==> src/rtl/traffic_pkg.sv <==
// Shared types for the vehicle light / pedestrian signal path.
package traffic_pkg;

    typedef enum logic [2:0] {
        L_GREEN  = 3'b001,
        L_YELLOW = 3'b010,
        L_RED    = 3'b100
    } light_t;

    typedef enum logic [1:0] {
        P_IDLE,
        P_ARMED,
        P_WALK,
        P_CLEAR
    } ped_state_t;

    // True when exactly one of the three light bits is set.
    function automatic logic is_onehot3(input logic [2:0] code);
        return (code == 3'b001) || (code == 3'b010) || (code == 3'b100);
    endfunction

endpackage

==> src/rtl/ped_interval_timer.sv <==
// Down-counter shared by the WALK and CLEAR intervals; saturates at zero.
module ped_interval_timer #(
    parameter int unsigned CNT_W = 8
) (
    input  logic             clk,
    input  logic             rst,
    input  logic             load,
    input  logic [CNT_W-1:0] load_val,
    input  logic             dec,
    output logic [CNT_W-1:0] value,
    output logic             zero
);

    // Load has priority over decrement; decrement stops at zero.
    always_ff @(posedge clk) begin
        if (rst) begin
            value <= '0;
        end else if (load) begin
            value <= load_val;
        end else if (dec && (value != '0)) begin
            value <= value - CNT_W'(1);
        end
    end

    assign zero = (value == '0);

endmodule

==> src/rtl/ped_signal_ctrl.sv <==
// Pedestrian signal stage: latches requests, holds the vehicle phase at red,
// then runs a WALK interval followed by a flashing CLEAR interval.
module ped_signal_ctrl
    import traffic_pkg::*;
#(
    parameter int unsigned WALK_CYCLES  = 8,
    parameter int unsigned CLEAR_CYCLES = 6,
    parameter int unsigned FLASH_DIV    = 2,
    parameter int unsigned CNT_W        = 8
) (
    input  logic             clk,
    input  logic             rst,
    input  logic [2:0]       dir,
    input  logic             ped_btn,
    output logic             walk,
    output logic             dont_walk,
    output logic             veh_hold,
    output logic             ped_wait,
    output logic [CNT_W-1:0] remaining,
    output logic             fault
);

    localparam int unsigned FL_W = (FLASH_DIV > 1) ? $clog2(FLASH_DIV) : 1;

    ped_state_t       state;
    logic             btn_q;
    logic [FL_W-1:0]  flash_cnt;
    logic             rise;
    logic             is_red;
    logic             fault_cond;
    logic             tmr_load;
    logic [CNT_W-1:0] tmr_val;
    logic             tmr_dec;
    logic             tmr_zero;

    // Request edge, red detection, fault detection and the unregistered hold.
    always_comb begin
        rise       = ped_btn & ~btn_q;
        is_red     = (dir == L_RED);
        fault_cond = !is_onehot3(dir) ||
                     (((state == P_WALK) || (state == P_CLEAR)) && !is_red);
        veh_hold   = ((state == P_ARMED) && is_red) ||
                     (state == P_WALK) || (state == P_CLEAR);
    end

    // Interval timer control: load on interval entry, clear on fault.
    always_comb begin
        tmr_load = 1'b0;
        tmr_val  = '0;
        tmr_dec  = 1'b0;
        if (fault_cond) begin
            tmr_load = 1'b1;
        end else begin
            case (state)
                P_ARMED: begin
                    if (is_red) begin
                        tmr_load = 1'b1;
                        tmr_val  = CNT_W'(WALK_CYCLES - 1);
                    end
                end
                P_WALK: begin
                    if (tmr_zero) begin
                        tmr_load = 1'b1;
                        tmr_val  = CNT_W'(CLEAR_CYCLES - 1);
                    end else begin
                        tmr_dec = 1'b1;
                    end
                end
                P_CLEAR: tmr_dec = 1'b1;
                default: ;
            endcase
        end
    end

    ped_interval_timer #(
        .CNT_W(CNT_W)
    ) u_timer (
        .clk      (clk),
        .rst      (rst),
        .load     (tmr_load),
        .load_val (tmr_val),
        .dec      (tmr_dec),
        .value    (remaining),
        .zero     (tmr_zero)
    );

    // Pedestrian FSM with registered lamp, request and fault outputs.
    always_ff @(posedge clk) begin
        if (rst) begin
            state     <= P_IDLE;
            walk      <= 1'b0;
            dont_walk <= 1'b1;
            ped_wait  <= 1'b0;
            fault     <= 1'b0;
            btn_q     <= 1'b0;
            flash_cnt <= '0;
        end else begin
            btn_q <= ped_btn;
            if (fault_cond) begin
                fault     <= 1'b1;
                state     <= P_IDLE;
                ped_wait  <= 1'b0;
                walk      <= 1'b0;
                dont_walk <= 1'b1;
                flash_cnt <= '0;
            end else begin
                case (state)
                    P_IDLE: begin
                        walk      <= 1'b0;
                        dont_walk <= 1'b1;
                        if (!fault && (ped_wait || rise)) begin
                            state    <= P_ARMED;
                            ped_wait <= 1'b1;
                        end
                    end
                    P_ARMED: begin
                        if (is_red) begin
                            state     <= P_WALK;
                            walk      <= 1'b1;
                            dont_walk <= 1'b0;
                            ped_wait  <= 1'b0;
                        end
                    end
                    P_WALK: begin
                        if (tmr_zero) begin
                            state     <= P_CLEAR;
                            walk      <= 1'b0;
                            dont_walk <= 1'b1;
                            flash_cnt <= '0;
                        end
                    end
                    P_CLEAR: begin
                        if (tmr_zero) begin
                            state     <= (ped_wait || rise) ? P_ARMED : P_IDLE;
                            ped_wait  <= ped_wait || rise;
                            dont_walk <= 1'b1;
                            flash_cnt <= '0;
                        end else begin
                            if (rise) begin
                                ped_wait <= 1'b1;
                            end
                            if (flash_cnt == FL_W'(FLASH_DIV - 1)) begin
                                flash_cnt <= '0;
                                dont_walk <= ~dont_walk;
                            end else begin
                                flash_cnt <= flash_cnt + FL_W'(1);
                            end
                        end
                    end
                    default: state <= P_IDLE;
                endcase
            end
        end
    end

endmodule
==> config.mk <==
export PLATFORM = sky130hd
export DESIGN_NAME = ped_signal_ctrl
export DESIGN_NICKNAME = d
export VERILOG_FILES = /design/src/rtl/traffic_pkg.sv /design/src/rtl/ped_interval_timer.sv /design/src/rtl/ped_signal_ctrl.sv
export SDC_FILE = /design/constraint.sdc
export NUM_CORES = 1
export LEC_CHECK = 0
export ABC_CLOCK_PERIOD_IN_PS = 2000
export CORE_MARGIN = 2
export CORE_UTILIZATION = 46
export CTS_CLUSTER_DIAMETER = 30
export DETAILED_ROUTE_END_ITERATION = 16
export PLACE_DENSITY = 0.85
export SLEW_MARGIN = 0
export SYNTH_ARGS = -nofsm -noshare
export SYNTH_HDL_FRONTEND = slang
export SYNTH_SLANG_ARGS = --single-unit
==> constraint.sdc <==
create_clock -name clk -period 2 [get_ports clk]
set_input_delay 0.4 -clock clk [delete_from_list [all_inputs] [get_ports clk]]
set_output_delay 0.4 -clock clk [all_outputs]
set_load 0.05 [all_outputs]
==> impl_results.html, run 1 <==
<table>
<tr><th>Metric</th><th>Value</th></tr>
<tr><th colspan="2">Synth</th></tr>
<tr><td>Mapped Area</td><td>1020 sq um</td></tr>
<tr><td>Number of flops mapped to enable cells by yosys</td><td>0</td></tr>
<tr><td>Synth Area in XOR/XNOR</td><td>0.0259</td></tr>
<tr><td>Avg Synthesized Cell Area</td><td>around 8.5 sq um</td></tr>
<tr><td>Nets in the synthesized netlist</td><td>134</td></tr>
<tr><td>Dominant combinational cell family by area after synthesis</td><td>simple AND/OR/NAND/NOR gates</td></tr>
<tr><td>Synthesized instance count</td><td>120</td></tr>
<tr><td>Leading register cell type out of synthesis</td><td>dfxtp_1</td></tr>
<tr><td>Post-synthesis register bit count</td><td>16</td></tr>
<tr><td>FFs w/ async S/R, synth</td><td>0</td></tr>
<tr><td>Adder and majority cell fraction of the synthesized area</td><td>0.0985</td></tr>
<tr><td>Total number of yosys warnings</td><td>0</td></tr>
<tr><td>Complex-gate fraction of the synthesized area</td><td>0.224</td></tr>
<tr><td>Proportion of synthesized area in mux cells</td><td>0</td></tr>
<tr><td>Fraction of the yosys area taken by sequential cells</td><td>0.315</td></tr>
<tr><td>Simple-gate portion of the synthesized area</td><td>0.291</td></tr>
<tr><td>Count of unique library cells instantiated by Yosys</td><td>44</td></tr>
<tr><th colspan="2">Power</th></tr>
<tr><td>Pwr Total</td><td>about 0.69 mW</td></tr>
<tr><td>Leakage power</td><td>0.594 nW</td></tr>
<tr><td>Worst vdd ir</td><td>about 0.35 mV</td></tr>
<tr><td>Power Density</td><td>around 480 nW/um^2</td></tr>
<tr><th colspan="2">Finish</th></tr>
<tr><td>Share of layout cells above drive strength 1</td><td>0.263</td></tr>
<tr><td>Number of nets in the layout</td><td>about 170</td></tr>
<tr><td># fillers</td><td>approximately 170</td></tr>
<tr><td>Final Non-Filler Cells</td><td>about 180</td></tr>
<tr><td>Core occupancy in the finished layout</td><td>0.665</td></tr>
<tr><td>Area grow syn2layout</td><td>40.5%</td></tr>
<tr><td>Antenna cells</td><td>0</td></tr>
<tr><th colspan="2">Global route</th></tr>
<tr><td>Initial antenna violation count</td><td>0</td></tr>
<tr><td>Pin count of the biggest net entering global routing</td><td>12</td></tr>
<tr><td>Number of global-route vias before repair</td><td>roughly 990</td></tr>
<tr><td>Global-route wire length before repair</td><td>4.35 mm</td></tr>
<tr><td>Total track usage</td><td>0.219</td></tr>
<tr><td>Total grt overflow</td><td>0</td></tr>
<tr><th colspan="2">Routing</th></tr>
<tr><td>Avg WL per Cell</td><td>~15 um</td></tr>
<tr><td>Vias</td><td>between 1,000 and 1,500</td></tr>
<tr><td>Total wire length</td><td>between 2 and 3 mm</td></tr>
<tr><td>Vias/cell</td><td>between 5 and 6</td></tr>
<tr><td>First DRT Iteration DRCs</td><td>33</td></tr>
<tr><td>DR pass1 iterations</td><td>4</td></tr>
<tr><td>Post-route DRC violation count</td><td>0</td></tr>
<tr><td>Antenna-violating nets left</td><td>0</td></tr>
<tr><th colspan="2">STA</th></tr>
<tr><td>Worst hold margin</td><td>494 ps</td></tr>
<tr><td>Min Tclk post-route</td><td>about 1900 ps</td></tr>
<tr><td>Slew at the pin closest to its max-slew limit</td><td>501 ps</td></tr>
<tr><td>Portion of the clock cycle consumed by the worst path in the final layout</td><td>0.960</td></tr>
<tr><td>Maximum clock frequency</td><td>521 MHz</td></tr>
<tr><td>Final-report max-slew violation count</td><td>0</td></tr>
<tr><td>Endpoints failing setup</td><td>0</td></tr>
<tr><td>Setup slack of the critical path after layout</td><td>about 80 ps</td></tr>
<tr><td>Setup clock skew after layout</td><td>6.08 ps</td></tr>
<tr><td>Number of hold violations in the final report</td><td>0</td></tr>
<tr><td>Worst slew margin relative to its limit</td><td>0.666</td></tr>
<tr><th colspan="2">CTS</th></tr>
<tr><td>Hold bufs inserted after CTS</td><td>0</td></tr>
<tr><td>Level count of the clock H-tree</td><td>1</td></tr>
<tr><td>Clock transition at the registers of the reported paths</td><td>approximately 90 ps</td></tr>
<tr><td>TritonCTS clock tree</td><td>built</td></tr>
<tr><td>Cell at the root of the clock tree</td><td>clkbuf_4</td></tr>
<tr><td>Number of CTS-inserted buffers</td><td>3</td></tr>
<tr><td>CTS Buffer Depth</td><td>2</td></tr>
<tr><td>Clock latency at the later pin of the worst-skew pair</td><td>290 ps</td></tr>
<tr><td>Post_cts resized</td><td>4</td></tr>
<tr><td>Total clock sinks</td><td>16</td></tr>
<tr><td>Post-CTS setup buffer count</td><td>0</td></tr>
<tr><th colspan="2">Die</th></tr>
<tr><td>Number of top-level design ports</td><td>19</td></tr>
<tr><td>Horizontal die dimension</td><td>~51 um</td></tr>
<tr><td>Starting density of the core</td><td>0.473</td></tr>
<tr><td>Std-Cell Rows</td><td>17</td></tr>
<tr><td>Core footprint</td><td>~2100 sq um</td></tr>
<tr><td>Chip Height</td><td>just over 50 um</td></tr>
<tr><td>Total Die Area</td><td>approximately 2600 sq um</td></tr>
<tr><th colspan="2">Outcome</th></tr>
<tr><td>Run status</td><td>complete, no violations</td></tr>
<tr><th colspan="2">Worst hold path</th></tr>
<tr><td>Cell count of the worst hold path</td><td>2</td></tr>
<tr><td>Worst min-delay path class</td><td>flip-flop to flip-flop</td></tr>
<tr><td>Endpoint of the worst hold-timing path</td><td>u_timer.value[1]</td></tr>
<tr><td>Hold Crit Start</td><td>u_timer.value[1]</td></tr>
<tr><th colspan="2">Worst setup path</th></tr>
<tr><td>Startpoint kind of the worst setup timing path</td><td>flip-flop</td></tr>
<tr><td>Peak fanout along the critical path</td><td>7</td></tr>
<tr><td>Startpoint of the worst register-to-register path</td><td>u_timer.value[0]</td></tr>
<tr><td>Worst setup slack for register-to-register paths</td><td>between 100 and 150 ps</td></tr>
<tr><td>CP arrival</td><td>~1500 ps</td></tr>
<tr><td>Cell depth of the worst flop-to-flop path</td><td>6</td></tr>
<tr><td>Kind of capture point of the worst setup path</td><td>output pin</td></tr>
<tr><td>Worst R2R End</td><td>walk</td></tr>
<tr><td>Setup Crit Path Kind</td><td>flip-flop to output pin</td></tr>
<tr><td>Critical path data required time</td><td>around 1600 ps</td></tr>
<tr><th colspan="2">Flow run</th></tr>
<tr><td>Number of violations of the max-capacitance limit</td><td>0</td></tr>
<tr><th colspan="2">Placed design</th></tr>
<tr><td>Placer's final routability congestion estimate</td><td>0.806</td></tr>
<tr><td>Post-placement cell count</td><td>between 150 and 200</td></tr>
<tr><td>Post-detailed-placement half-perimeter wirelength</td><td>between 2 and 2.5 mm</td></tr>
<tr><td>Post-place setup slack</td><td>-225 ps</td></tr>
<tr><td>Port Buffer Count</td><td>18</td></tr>
</table>
[cell families (layout without fill, tap and decap cells)]
family,count (synthesis),in the layout
simple gates,46,46
compound gates,35,35
fa+ha+maj,8,8
buf+inv,12,48
xor+xnor,3,3
flops,16,16
[per-layer routing]
metal,wire length [um],GRT usage,vias up
li1,-,-,520
met4,37,0.0676,0
met2,1420,0.381,27
met1,1200,0.271,504
met3,90,0.0409,4
met5,0,0,-
[synth_stat cells (2+ instances only)]
cell	instances	share of area
dfxtp_1	16	0.32
a21oi_1	12	0.059
inv_1	9	0.033
nor2_1	9	0.033
ha_1	8	0.099
o21ai_0	6	0.030
a211oi_1	5	0.037
nand2_1	5	0.018
or3_1	4	0.025
or3b_1	3	0.026
a311oi_1	2	0.017
clkbuf_1	2	0.0074
nand2b_1	2	0.012
nand3_1	2	0.0099
nor2b_1	2	0.012
nor3_1	2	0.0099
or2_2	2	0.012
or4b_1	2	0.020
xnor2_1	2	0.017
[where the power goes]
group / total (mW) / internal (mW) / switching (mW)
registers: 0.335 / 0.326 / 0.00894
clock network: 0.179 / 0.0775 / 0.101
logic: 0.175 / 0.0830 / 0.0925
[worst max-delay path by stage]
| stage | startpoint | end | slack [ps] |
|---|---|---|---|
| 5_1_grt | u_timer.value[0] | u_timer.value[0] | -10 |
| 4_1_cts | state[0] | veh_hold | 20 |
| 3_5_place_dp | dir[0] | u_timer.value[7] | -220 |
| 6_report | state[1] | veh_hold | 80 |
| 3_3_place_gp | dir[0] | u_timer.value[7] | -180 |
| 2_1_floorplan | u_timer.value[1] | u_timer.value[4] | 50 |
[flip-flops by register name (all words and copies together) (netlist names)]
register	cells
u_timer.value	8
ped_wait	1
btn_q	1
flash_cnt	1
dont_walk	1
state	2
fault	1
walk	1
[worst max-delay path, cell delays in order (launching register included)]
cell and delay (ps):
dfxtp_1 440, inv_1 120, ha_1 210, buf_4 160
nand2_1 70, nand2_2 70, buf_12 150
[cell type report]
cell class / instances / area, sq um / share of cell area
repair buffers: 35 / 313 / 0.219
inverters: 9 / 33.8 / 0.0237
flip-flops and latches: 16 / 329 / 0.230
clock buffers: 4 / 26.3 / 0.0184
well taps: 28 / 35.0 / 0.0245
multi-input cells: 92 / 691 / 0.484
[metrics by stage]
stage	area (sq um)	TNS, ps
floorplan	1020	0
detailed placement	1350	-1900
global placement	1350	-1520
CTS	1390	0
finish	1430	0
global route	1430	-15.2
[layout by cell type, fill, tap and decap left out, types with 2 or more instances in the layout]
cell type,count
buf_4,21
dfxtp_1,13
a21oi_1,12
clkdlybuf4s50_1,11
inv_1,8
nor2_1,8
ha_1,8
o21ai_0,6
a211oi_1,5
nand2_1,4
or3_1,4
or3b_1,3
clkbuf_4,3
or4b_1,2
nor3_1,2
or2_2,2
nor2b_1,2
nand2b_1,2
a311oi_1,2
nand3_1,2
xnor2_1,2
dlymetal6s2s_1,2
dfxtp_4,2
Power figures use the tool's default switching activity.
==> run 2: changes to the inputs <==
--- a/config.mk
+++ b/config.mk
@@ -7,10 +7,11 @@
 export LEC_CHECK = 0
 export ABC_CLOCK_PERIOD_IN_PS = 2000
 export CORE_MARGIN = 2
-export CORE_UTILIZATION = 46
+export CORE_UTILIZATION = 45
 export CTS_CLUSTER_DIAMETER = 30
 export DETAILED_ROUTE_END_ITERATION = 16
-export PLACE_DENSITY = 0.85
+export MAX_ROUTING_LAYER = met4
+export PLACE_DENSITY = 0.83
 export SLEW_MARGIN = 0
 export SYNTH_ARGS = -nofsm -noshare
 export SYNTH_HDL_FRONTEND = slang
==> run 2 against run 1 <==
Net effect: power is 5.4% higher; critical path type is now input port to output pin; setup slack worse by 9.8 ps; highest routed layer unchanged; largest cell class unchanged; maximum frequency is 0.51% lower; clock power is 21% higher; cell count is 1.1% higher; critical endpoint unchanged; critical path depth stayed put.
==> impl_results.html, run 2 (same netlist as run 1, synthesis figures left out) <==
<table>
<tr><th>Metric</th><th>Value</th></tr>
<tr><th colspan="2">Routing</th></tr>
<tr><td>Antenna-violating nets left</td><td>0 (unchanged)</td></tr>
<tr><td>First DRT Iteration DRCs</td><td>24 (-27%)</td></tr>
<tr><td>DR pass1 iterations</td><td>4 (unchanged)</td></tr>
<tr><td>Vias/cell</td><td>5.69 (-0.79%)</td></tr>
<tr><td>Vias</td><td>1,058 (+0.28%)</td></tr>
<tr><td>Post-route DRC violation count</td><td>0 (unchanged)</td></tr>
<tr><td>Total wire length</td><td>2.76 mm (+0.58%)</td></tr>
<tr><td>Avg WL per Cell</td><td>14.9 um (-0.50%)</td></tr>
<tr><th colspan="2">CTS</th></tr>
<tr><td>TritonCTS clock tree</td><td>built</td></tr>
<tr><td>Cell at the root of the clock tree</td><td>clkbuf_4</td></tr>
<tr><td>Total clock sinks</td><td>16 (unchanged)</td></tr>
<tr><td>Clock transition at the registers of the reported paths</td><td>100 ps (about the same)</td></tr>
<tr><td>Hold bufs inserted after CTS</td><td>0 (unchanged)</td></tr>
<tr><td>Clock latency at the later pin of the worst-skew pair</td><td>290 ps (about the same)</td></tr>
<tr><td>Number of CTS-inserted buffers</td><td>3 (unchanged)</td></tr>
<tr><td>CTS Buffer Depth</td><td>2 (unchanged)</td></tr>
<tr><td>Level count of the clock H-tree</td><td>1 (unchanged)</td></tr>
<tr><th colspan="2">Power</th></tr>
<tr><td>Power Density</td><td>496 nW/um^2 (+2.8%)</td></tr>
<tr><td>Worst vdd ir</td><td>0.321 mV (-8.3%)</td></tr>
<tr><td>Leakage power</td><td>0.637 nW (+7.2%)</td></tr>
<tr><th colspan="2">Placed design</th></tr>
<tr><td>Post-detailed-placement half-perimeter wirelength</td><td>2.00 mm (-1.4%)</td></tr>
<tr><td>Port Buffer Count</td><td>18 (unchanged)</td></tr>
<tr><td>Post-placement cell count</td><td>178 (-1.1%)</td></tr>
<tr><td>Placer's final routability congestion estimate</td><td>0.927 (+15%)</td></tr>
<tr><td>Placed instance area</td><td>1340 sq um (-1.1%)</td></tr>
<tr><th colspan="2">Die</th></tr>
<tr><td>Number of top-level design ports</td><td>19 (unchanged)</td></tr>
<tr><td>Core footprint</td><td>2170 sq um (+0.99%)</td></tr>
<tr><td>Horizontal die dimension</td><td>51.5 um (+1.0%)</td></tr>
<tr><td>Starting density of the core</td><td>0.468 (-0.00464)</td></tr>
<tr><td>Chip Height</td><td>51.5 um (+1.0%)</td></tr>
<tr><td>Total Die Area</td><td>2650 sq um (+2.0%)</td></tr>
<tr><td>Std-Cell Rows</td><td>17 (unchanged)</td></tr>
<tr><th colspan="2">Worst hold path</th></tr>
<tr><td>Endpoint of the worst hold-timing path</td><td>walk</td></tr>
<tr><td>Cell count of the worst hold path</td><td>2 (unchanged)</td></tr>
<tr><td>Hold Crit Start</td><td>walk</td></tr>
<tr><td>Worst min-delay path class</td><td>flip-flop to flip-flop</td></tr>
<tr><th colspan="2">Finish</th></tr>
<tr><td>Largest registers ranked by flip-flop count</td><td>u_timer.value: 8 flops, state: 2 flops</td></tr>
<tr><td>Area grow syn2layout</td><td>44.1%</td></tr>
<tr><td>Most common cell after layout, fill and taps aside</td><td>buf_4</td></tr>
<tr><td>Final Non-Filler Cells</td><td>186 (+1.1%)</td></tr>
<tr><td>Number of nets in the layout</td><td>173 (+1.2%)</td></tr>
<tr><td>Most used cells in the layout excluding fill and tap cells</td><td>buf_4, dfxtp_1, a21oi_1, clkdlybuf4s50_1</td></tr>
<tr><td>Top reg by flops</td><td>u_timer.value</td></tr>
<tr><td>Core occupancy in the finished layout</td><td>0.675 (+0.0102)</td></tr>
<tr><td>Share of layout cells above drive strength 1</td><td>0.291 (+0.0283)</td></tr>
<tr><td>Antenna cells</td><td>0 (unchanged)</td></tr>
<tr><td>Flip-flop count of the largest register after layout</td><td>8 (unchanged)</td></tr>
<tr><td>Post-route cell area</td><td>1460 sq um (+2.5%)</td></tr>
<tr><th colspan="2">Worst setup path</th></tr>
<tr><td>Cell depth of the worst flop-to-flop path</td><td>7 (+1)</td></tr>
<tr><td>Setup Crit Path Kind</td><td>input port to output pin</td></tr>
<tr><td>CP arrival</td><td>1530 ps (about the same)</td></tr>
<tr><td>Peak fanout along the critical path</td><td>3 (-4)</td></tr>
<tr><td>Critical path data required time</td><td>1600 ps (about the same)</td></tr>
<tr><td>Worst R2R End</td><td>u_timer.value[7]</td></tr>
<tr><td>Startpoint kind of the worst setup timing path</td><td>input port</td></tr>
<tr><td>Kind of capture point of the worst setup path</td><td>output pin</td></tr>
<tr><td>Worst setup slack for register-to-register paths</td><td>110 ps (about the same)</td></tr>
<tr><td>Startpoint of the worst register-to-register path</td><td>u_timer.value[0]</td></tr>
<tr><th colspan="2">Global route</th></tr>
<tr><td>Number of global-route vias before repair</td><td>984 (-0.91%)</td></tr>
<tr><td>Pin count of the biggest net entering global routing</td><td>12 (unchanged)</td></tr>
<tr><td>Initial antenna violation count</td><td>0 (unchanged)</td></tr>
<tr><td>Global-route wire length before repair</td><td>4.33 mm (-0.48%)</td></tr>
<tr><td>Total grt overflow</td><td>0 (unchanged)</td></tr>
<tr><td>Total track usage</td><td>0.227 (+0.00822)</td></tr>
<tr><th colspan="2">Outcome</th></tr>
<tr><td>Run status</td><td>complete, no violations</td></tr>
<tr><th colspan="2">STA</th></tr>
<tr><td>Endpoints failing setup</td><td>0 (unchanged)</td></tr>
<tr><td>Slew at the pin closest to its max-slew limit</td><td>508 ps (+7.63 ps)</td></tr>
<tr><td>Final-report max-slew violation count</td><td>0 (unchanged)</td></tr>
<tr><td>Maximum clock frequency</td><td>518 MHz (-0.51%)</td></tr>
<tr><td>Setup repair after global routing missed its margin</td><td>false</td></tr>
<tr><td>Worst slew margin relative to its limit</td><td>0.660 (-0.00560)</td></tr>
<tr><td>Portion of the clock cycle consumed by the worst path in the final layout</td><td>0.965 (+0.00491)</td></tr>
<tr><td>Worst hold margin</td><td>471 ps (-22.9 ps)</td></tr>
<tr><td>Number of hold violations in the final report</td><td>0 (unchanged)</td></tr>
<tr><td>Min Tclk post-route</td><td>1930 ps (+9.81 ps)</td></tr>
<tr><td>Setup clock skew after layout</td><td>2.79 ps (-3.29 ps)</td></tr>
<tr><th colspan="2">Flow run</th></tr>
<tr><td>Number of violations of the max-capacitance limit</td><td>0 (unchanged)</td></tr>
</table>
run 2: changes by cell type in the layout (fill, tap and decap cells not counted), sizes merged:
cell,delta
dlymetal6s2s,+2
clkdlybuf4s50,-2
buf,+2
run 2: layout make-up:
class,instances,area (sq um)
sequential,16,329
timing repair buffer,37,333
fill,186,706
multi-input combinational,92,697
tap,28,35.0
inverter,9,33.8
clock buffer,4,36.3
run 2: metrics by stage:
stage / setup TNS (ps) / setup WS (ps) / total power [mW]
2_1_floorplan: 0 / 48.7 / 0.437
3_3_place_gp: -1610 / -203 / 0.498
3_5_place_dp: -2160 / -257 / 0.503
4_1_cts: 0 / 11.5 / 0.727
5_1_grt: 0 / 6.73 / 0.761
6_report: 0 / 70.4 / 0.726
run 2: worst max path at each step:
stage / from / endpoint / cells after the start
2_1_floorplan: u_timer.value[1] / u_timer.value[4] / 6
3_3_place_gp: dir[0] / u_timer.value[4] / 6
3_5_place_dp: dir[2] / u_timer.value[4] / 6
4_1_cts: state[0] / veh_hold / 6
5_1_grt: dir[0] / state[0] / 5
6_report: dir[0] / veh_hold / 6
run 2: per-layer routing:
metal / routed length, um / part of all wire / GRT usage / vias to the layer above
li1: - / - / - / 522
met1: 1200 / 0.43 / 0.249 / 490
met2: 1350 / 0.49 / 0.380 / 36
met3: 126 / 0.046 / 0.0546 / 10
met4: 89 / 0.032 / 0.123 / 0
met5: 0 / 0 / - / -
run 2: repair_timing:
item / CTS / global route
buffers inserted: 0 / 4
pin swaps: 0 / 0
setup endpoints to repair: 4 / 13
gates resized for setup: 5 / 12
run 2: power breakdown:
group	switching (mW)	internal, mW
Clock	0.106	0.111
Combinational	0.0923	0.0823
Sequential	0.00891	0.326
Total	0.207	0.519
run 2: critical path, cell delays in order:
cell and delay [ps]:
clkdlybuf4s50_1 480, nor3b_4 220, buf_4 140, nand2_1 60
nand2_2 90, buf_12 130
==> run 3: changes to the inputs <==
--- a/config.mk
+++ b/config.mk
@@ -5,13 +5,13 @@
 export SDC_FILE = /design/constraint.sdc
 export NUM_CORES = 1
 export LEC_CHECK = 0
-export ABC_CLOCK_PERIOD_IN_PS = 2000
+export ABC_CLOCK_PERIOD_IN_PS = 2150
 export CORE_MARGIN = 2
 export CORE_UTILIZATION = 45
 export CTS_CLUSTER_DIAMETER = 30
 export DETAILED_ROUTE_END_ITERATION = 16
 export MAX_ROUTING_LAYER = met4
-export PLACE_DENSITY = 0.83
+export PLACE_DENSITY = 0.8
 export SLEW_MARGIN = 0
 export SYNTH_ARGS = -nofsm -noshare
 export SYNTH_HDL_FRONTEND = slang
==> constraint.sdc (replaced) <==
create_clock -name clk -period 2.15 [get_ports clk]
set_input_delay 0.43 -clock clk [delete_from_list [all_inputs] [get_ports clk]]
set_output_delay 0.43 -clock clk [all_outputs]
set_load 0.05 [all_outputs]
==> run 3 against run 2 <==
Net effect: register-to-register slack gained 80 ps; count of clock-buffer cells in the layout is the same; hold slack gained 9.8 ps; die area is the same; via count shrank 5.3%.
==> impl_results.html, run 3 (same netlist as run 1, synthesis figures left out) <==
<table>
<tr><th>Metric</th><th>Value</th></tr>
<tr><th colspan="2">Worst hold path</th></tr>
<tr><td>Worst min-delay path class</td><td>flip-flop to flip-flop</td></tr>
<tr><td>Cell count of the worst hold path</td><td>2 (unchanged)</td></tr>
<tr><th colspan="2">Worst setup path</th></tr>
<tr><td>Top cell family by delay on the critical path</td><td>buffers and inverters</td></tr>
<tr><td>Endpoint of the worst setup timing path</td><td>remaining[6]</td></tr>
<tr><td>Worst R2R End</td><td>u_timer.value[7]</td></tr>
<tr><td>Peak fanout along the critical path</td><td>6 (+3)</td></tr>
<tr><td>Slowest cell on the critical path</td><td>clkdlybuf4s50_1</td></tr>
<tr><td>Critical path buffers and inverters</td><td>1 (-2)</td></tr>
<tr><td>Worst setup slack for register-to-register paths</td><td>190 ps (+80 ps)</td></tr>
<tr><td>Cells along the critical path</td><td>clkdlybuf4s50_1</td></tr>
<tr><td>Path length in cells of the critical path</td><td>1 (-5)</td></tr>
<tr><td>CP arrival</td><td>1660 ps (+130 ps)</td></tr>
<tr><td>Setup Crit Path Kind</td><td>flip-flop to output pin</td></tr>
<tr><td>Critical path data required time</td><td>1720 ps (+120 ps)</td></tr>
<tr><td>Startpoint of the worst register-to-register path</td><td>state[1]</td></tr>
<tr><td>Cell depth of the worst flop-to-flop path</td><td>5 (-2)</td></tr>
<tr><td>Highest cell delay on the worst timing path</td><td>860 ps (+380 ps)</td></tr>
<tr><td>Startpoint kind of the worst setup timing path</td><td>flip-flop</td></tr>
<tr><td>Start point of the critical path</td><td>u_timer.value[6]</td></tr>
<tr><td>Kind of capture point of the worst setup path</td><td>output pin</td></tr>
<tr><th colspan="2">Die</th></tr>
<tr><td>Total Die Area</td><td>2650 sq um (unchanged)</td></tr>
<tr><td>Chip Height</td><td>51.5 um (unchanged)</td></tr>
<tr><td>Number of top-level design ports</td><td>19 (unchanged)</td></tr>
<tr><td>Starting density of the core</td><td>0.468 (unchanged)</td></tr>
<tr><td>Std-Cell Rows</td><td>17 (unchanged)</td></tr>
<tr><td>Core footprint</td><td>2170 sq um (unchanged)</td></tr>
<tr><td>Horizontal die dimension</td><td>51.5 um (unchanged)</td></tr>
<tr><th colspan="2">STA</th></tr>
<tr><td>Endpoints failing setup</td><td>0 (unchanged)</td></tr>
<tr><td>Setup TNS</td><td>0 ps (unchanged)</td></tr>
<tr><td>Min Tclk post-route</td><td>2090 ps</td></tr>
<tr><td>Worst slew margin relative to its limit</td><td>0.669 (+0.00919)</td></tr>
<tr><td>Final-report max-slew violation count</td><td>0 (unchanged)</td></tr>
<tr><td>Portion of the clock cycle consumed by the worst path in the final layout</td><td>0.971</td></tr>
<tr><td>Maximum clock frequency</td><td>between 400 and 500 MHz</td></tr>
<tr><td>Setup clock skew after layout</td><td>4.66 ps (+1.87 ps)</td></tr>
<tr><td>Worst hold margin</td><td>481 ps (+9.82 ps)</td></tr>
<tr><td>Slew at the pin closest to its max-slew limit</td><td>495 ps (-13.7 ps)</td></tr>
<tr><td>Number of hold violations in the final report</td><td>0 (unchanged)</td></tr>
<tr><th colspan="2">Routing</th></tr>
<tr><td>Vias</td><td>1,002 (-5.3%)</td></tr>
<tr><td>Antenna-violating nets left</td><td>0 (unchanged)</td></tr>
<tr><td>Post-route DRC violation count</td><td>0 (unchanged)</td></tr>
<tr><td>Vias/cell</td><td>5.69 (about the same)</td></tr>
<tr><td>Total wire length</td><td>2.69 mm (-2.8%)</td></tr>
<tr><td>First DRT Iteration DRCs</td><td>30 (+25%)</td></tr>
<tr><td>Avg WL per Cell</td><td>15.3 um (+2.7%)</td></tr>
<tr><td>DR pass1 iterations</td><td>4 (unchanged)</td></tr>
<tr><th colspan="2">Finish</th></tr>
<tr><td>Area grow syn2layout</td><td>33.4%</td></tr>
<tr><td>Share of layout cells above drive strength 1</td><td>0.169 (-0.122)</td></tr>
<tr><td>Top reg by flops</td><td>u_timer.value</td></tr>
<tr><td>Most common cell after layout, fill and taps aside</td><td>clkdlybuf4s50_1</td></tr>
<tr><td>Antenna cells</td><td>0 (unchanged)</td></tr>
<tr><td>Most used cells in the layout excluding fill and tap cells</td><td>clkdlybuf4s50_1, dfxtp_1, a21oi_1, inv_1, buf_4</td></tr>
<tr><td>Core occupancy in the finished layout</td><td>0.625 (-0.0502)</td></tr>
<tr><td>Final Non-Filler Cells</td><td>176 (-5.4%)</td></tr>
<tr><td>Flip-flop count of the largest register after layout</td><td>8 (unchanged)</td></tr>
<tr><td>Number of nets in the layout</td><td>163 (-5.8%)</td></tr>
<tr><td>Largest registers ranked by flip-flop count</td><td>u_timer.value: 8 flops, state: 2 flops</td></tr>
<tr><th colspan="2">CTS</th></tr>
<tr><td>Level count of the clock H-tree</td><td>1 (unchanged)</td></tr>
<tr><td>TritonCTS clock tree</td><td>built</td></tr>
<tr><td>Clock transition at the registers of the reported paths</td><td>110 ps (about the same)</td></tr>
<tr><td>Total clock sinks</td><td>16 (unchanged)</td></tr>
<tr><td>CTS Buffer Depth</td><td>2 (unchanged)</td></tr>
<tr><td>Clock latency at the later pin of the worst-skew pair</td><td>300 ps (about the same)</td></tr>
<tr><td>Number of CTS-inserted buffers</td><td>3 (unchanged)</td></tr>
<tr><td>Hold bufs inserted after CTS</td><td>0 (unchanged)</td></tr>
<tr><td>Post_cts resized</td><td>1 (-4)</td></tr>
<tr><td>Post-CTS setup buffer count</td><td>0 (unchanged)</td></tr>
<tr><td>Cell at the root of the clock tree</td><td>clkbuf_4</td></tr>
<tr><th colspan="2">Global route</th></tr>
<tr><td>Total track usage</td><td>0.232 (+0.00495)</td></tr>
<tr><td>Global-route wire length before repair</td><td>4.54 mm (+4.9%)</td></tr>
<tr><td>Number of global-route vias before repair</td><td>988 (+0.41%)</td></tr>
<tr><td>Total grt overflow</td><td>0 (unchanged)</td></tr>
<tr><td>Pin count of the biggest net entering global routing</td><td>12 (unchanged)</td></tr>
<tr><td>Initial antenna violation count</td><td>0 (unchanged)</td></tr>
<tr><th colspan="2">Placed design</th></tr>
<tr><td>Placer's final routability congestion estimate</td><td>0.862 (-7.1%)</td></tr>
<tr><td>Port Buffer Count</td><td>18 (unchanged)</td></tr>
<tr><td>Post-placement cell count</td><td>172 (-3.4%)</td></tr>
<tr><td>Post-detailed-placement half-perimeter wirelength</td><td>1.93 mm (-3.5%)</td></tr>
<tr><th colspan="2">Power</th></tr>
<tr><td>Sw Ratio</td><td>0.296 (+0.0110)</td></tr>
<tr><td>Power Density</td><td>501 nW/um^2 (+0.99%)</td></tr>
<tr><td>Power share of the combinational group</td><td>0.224 (-0.016)</td></tr>
<tr><td>Relative contribution of the clock network to total power</td><td>0.316 (+0.018)</td></tr>
<tr><td>Int Power</td><td>0.478 mW (-8.0%)</td></tr>
<tr><td>Switch Pwr</td><td>0.201 mW (-2.9%)</td></tr>
<tr><td>Pwr Total</td><td>0.679 mW (-6.5%)</td></tr>
<tr><td>Worst vdd ir</td><td>0.299 mV (-7.0%)</td></tr>
<tr><td>Sequential share of power</td><td>0.460 (about the same)</td></tr>
<tr><td>Leakage power</td><td>0.503 nW (-21%)</td></tr>
<tr><th colspan="2">Flow run</th></tr>
<tr><td>Number of violations of the max-capacitance limit</td><td>0 (unchanged)</td></tr>
<tr><th colspan="2">Outcome</th></tr>
<tr><td>Run status</td><td>complete, no violations</td></tr>
</table>
## run 3: tightest hold or removal path, cell delays in order (launching register included)
cell and delay (ps):
dfxtp_1 330, o31ai_1 60, a21oi_1 60
## run 3: worst min path at each step
stage / startpoint / to
finish: walk / walk
global route: walk / walk
CTS: walk / walk
detailed placement: flash_cnt / flash_cnt
global placement: walk / walk
floorplan: flash_cnt / flash_cnt
## run 3: power by group through the flow
stage	clock, mW	combinational, mW	sequential (mW)
6_report	0.214	0.152	0.313
3_5_place_dp	0	0.145	0.319
5_1_grt	0.230	0.163	0.314
2_1_floorplan	0	0.0685	0.339
3_3_place_gp	0	0.142	0.319
4_1_cts	0.214	0.147	0.312
## run 3: layout make-up
class                           count  area, sq um
Inverter                            9         33.8
Tap cell                           28         35.0
Fill cell                         193          815
Multi-Input combinational cell     92          671
Timing Repair Buffer               27          258
Clock buffer                        4         36.3
Sequential cell                    16          322
## run 3: per-layer routing
layer | part of all wire | vias to the layer above | track usage
met3 | 0.023 | 5 | 0.0287
li1 | - | 505 | -
met4 | 0.020 | 0 | 0.114
met2 | 0.50 | 18 | 0.357
met5 | 0 | - | -
met1 | 0.46 | 474 | 0.303
## run 3: per-stage QoR
stage	area, sq um	setup WS (ps)
after detailed placement	1300	-152
after global placement	1300	-99.5
after global routing	1360	-10.2
after CTS	1340	35.9
after floorplan	1020	10.4
final	1360	62.8
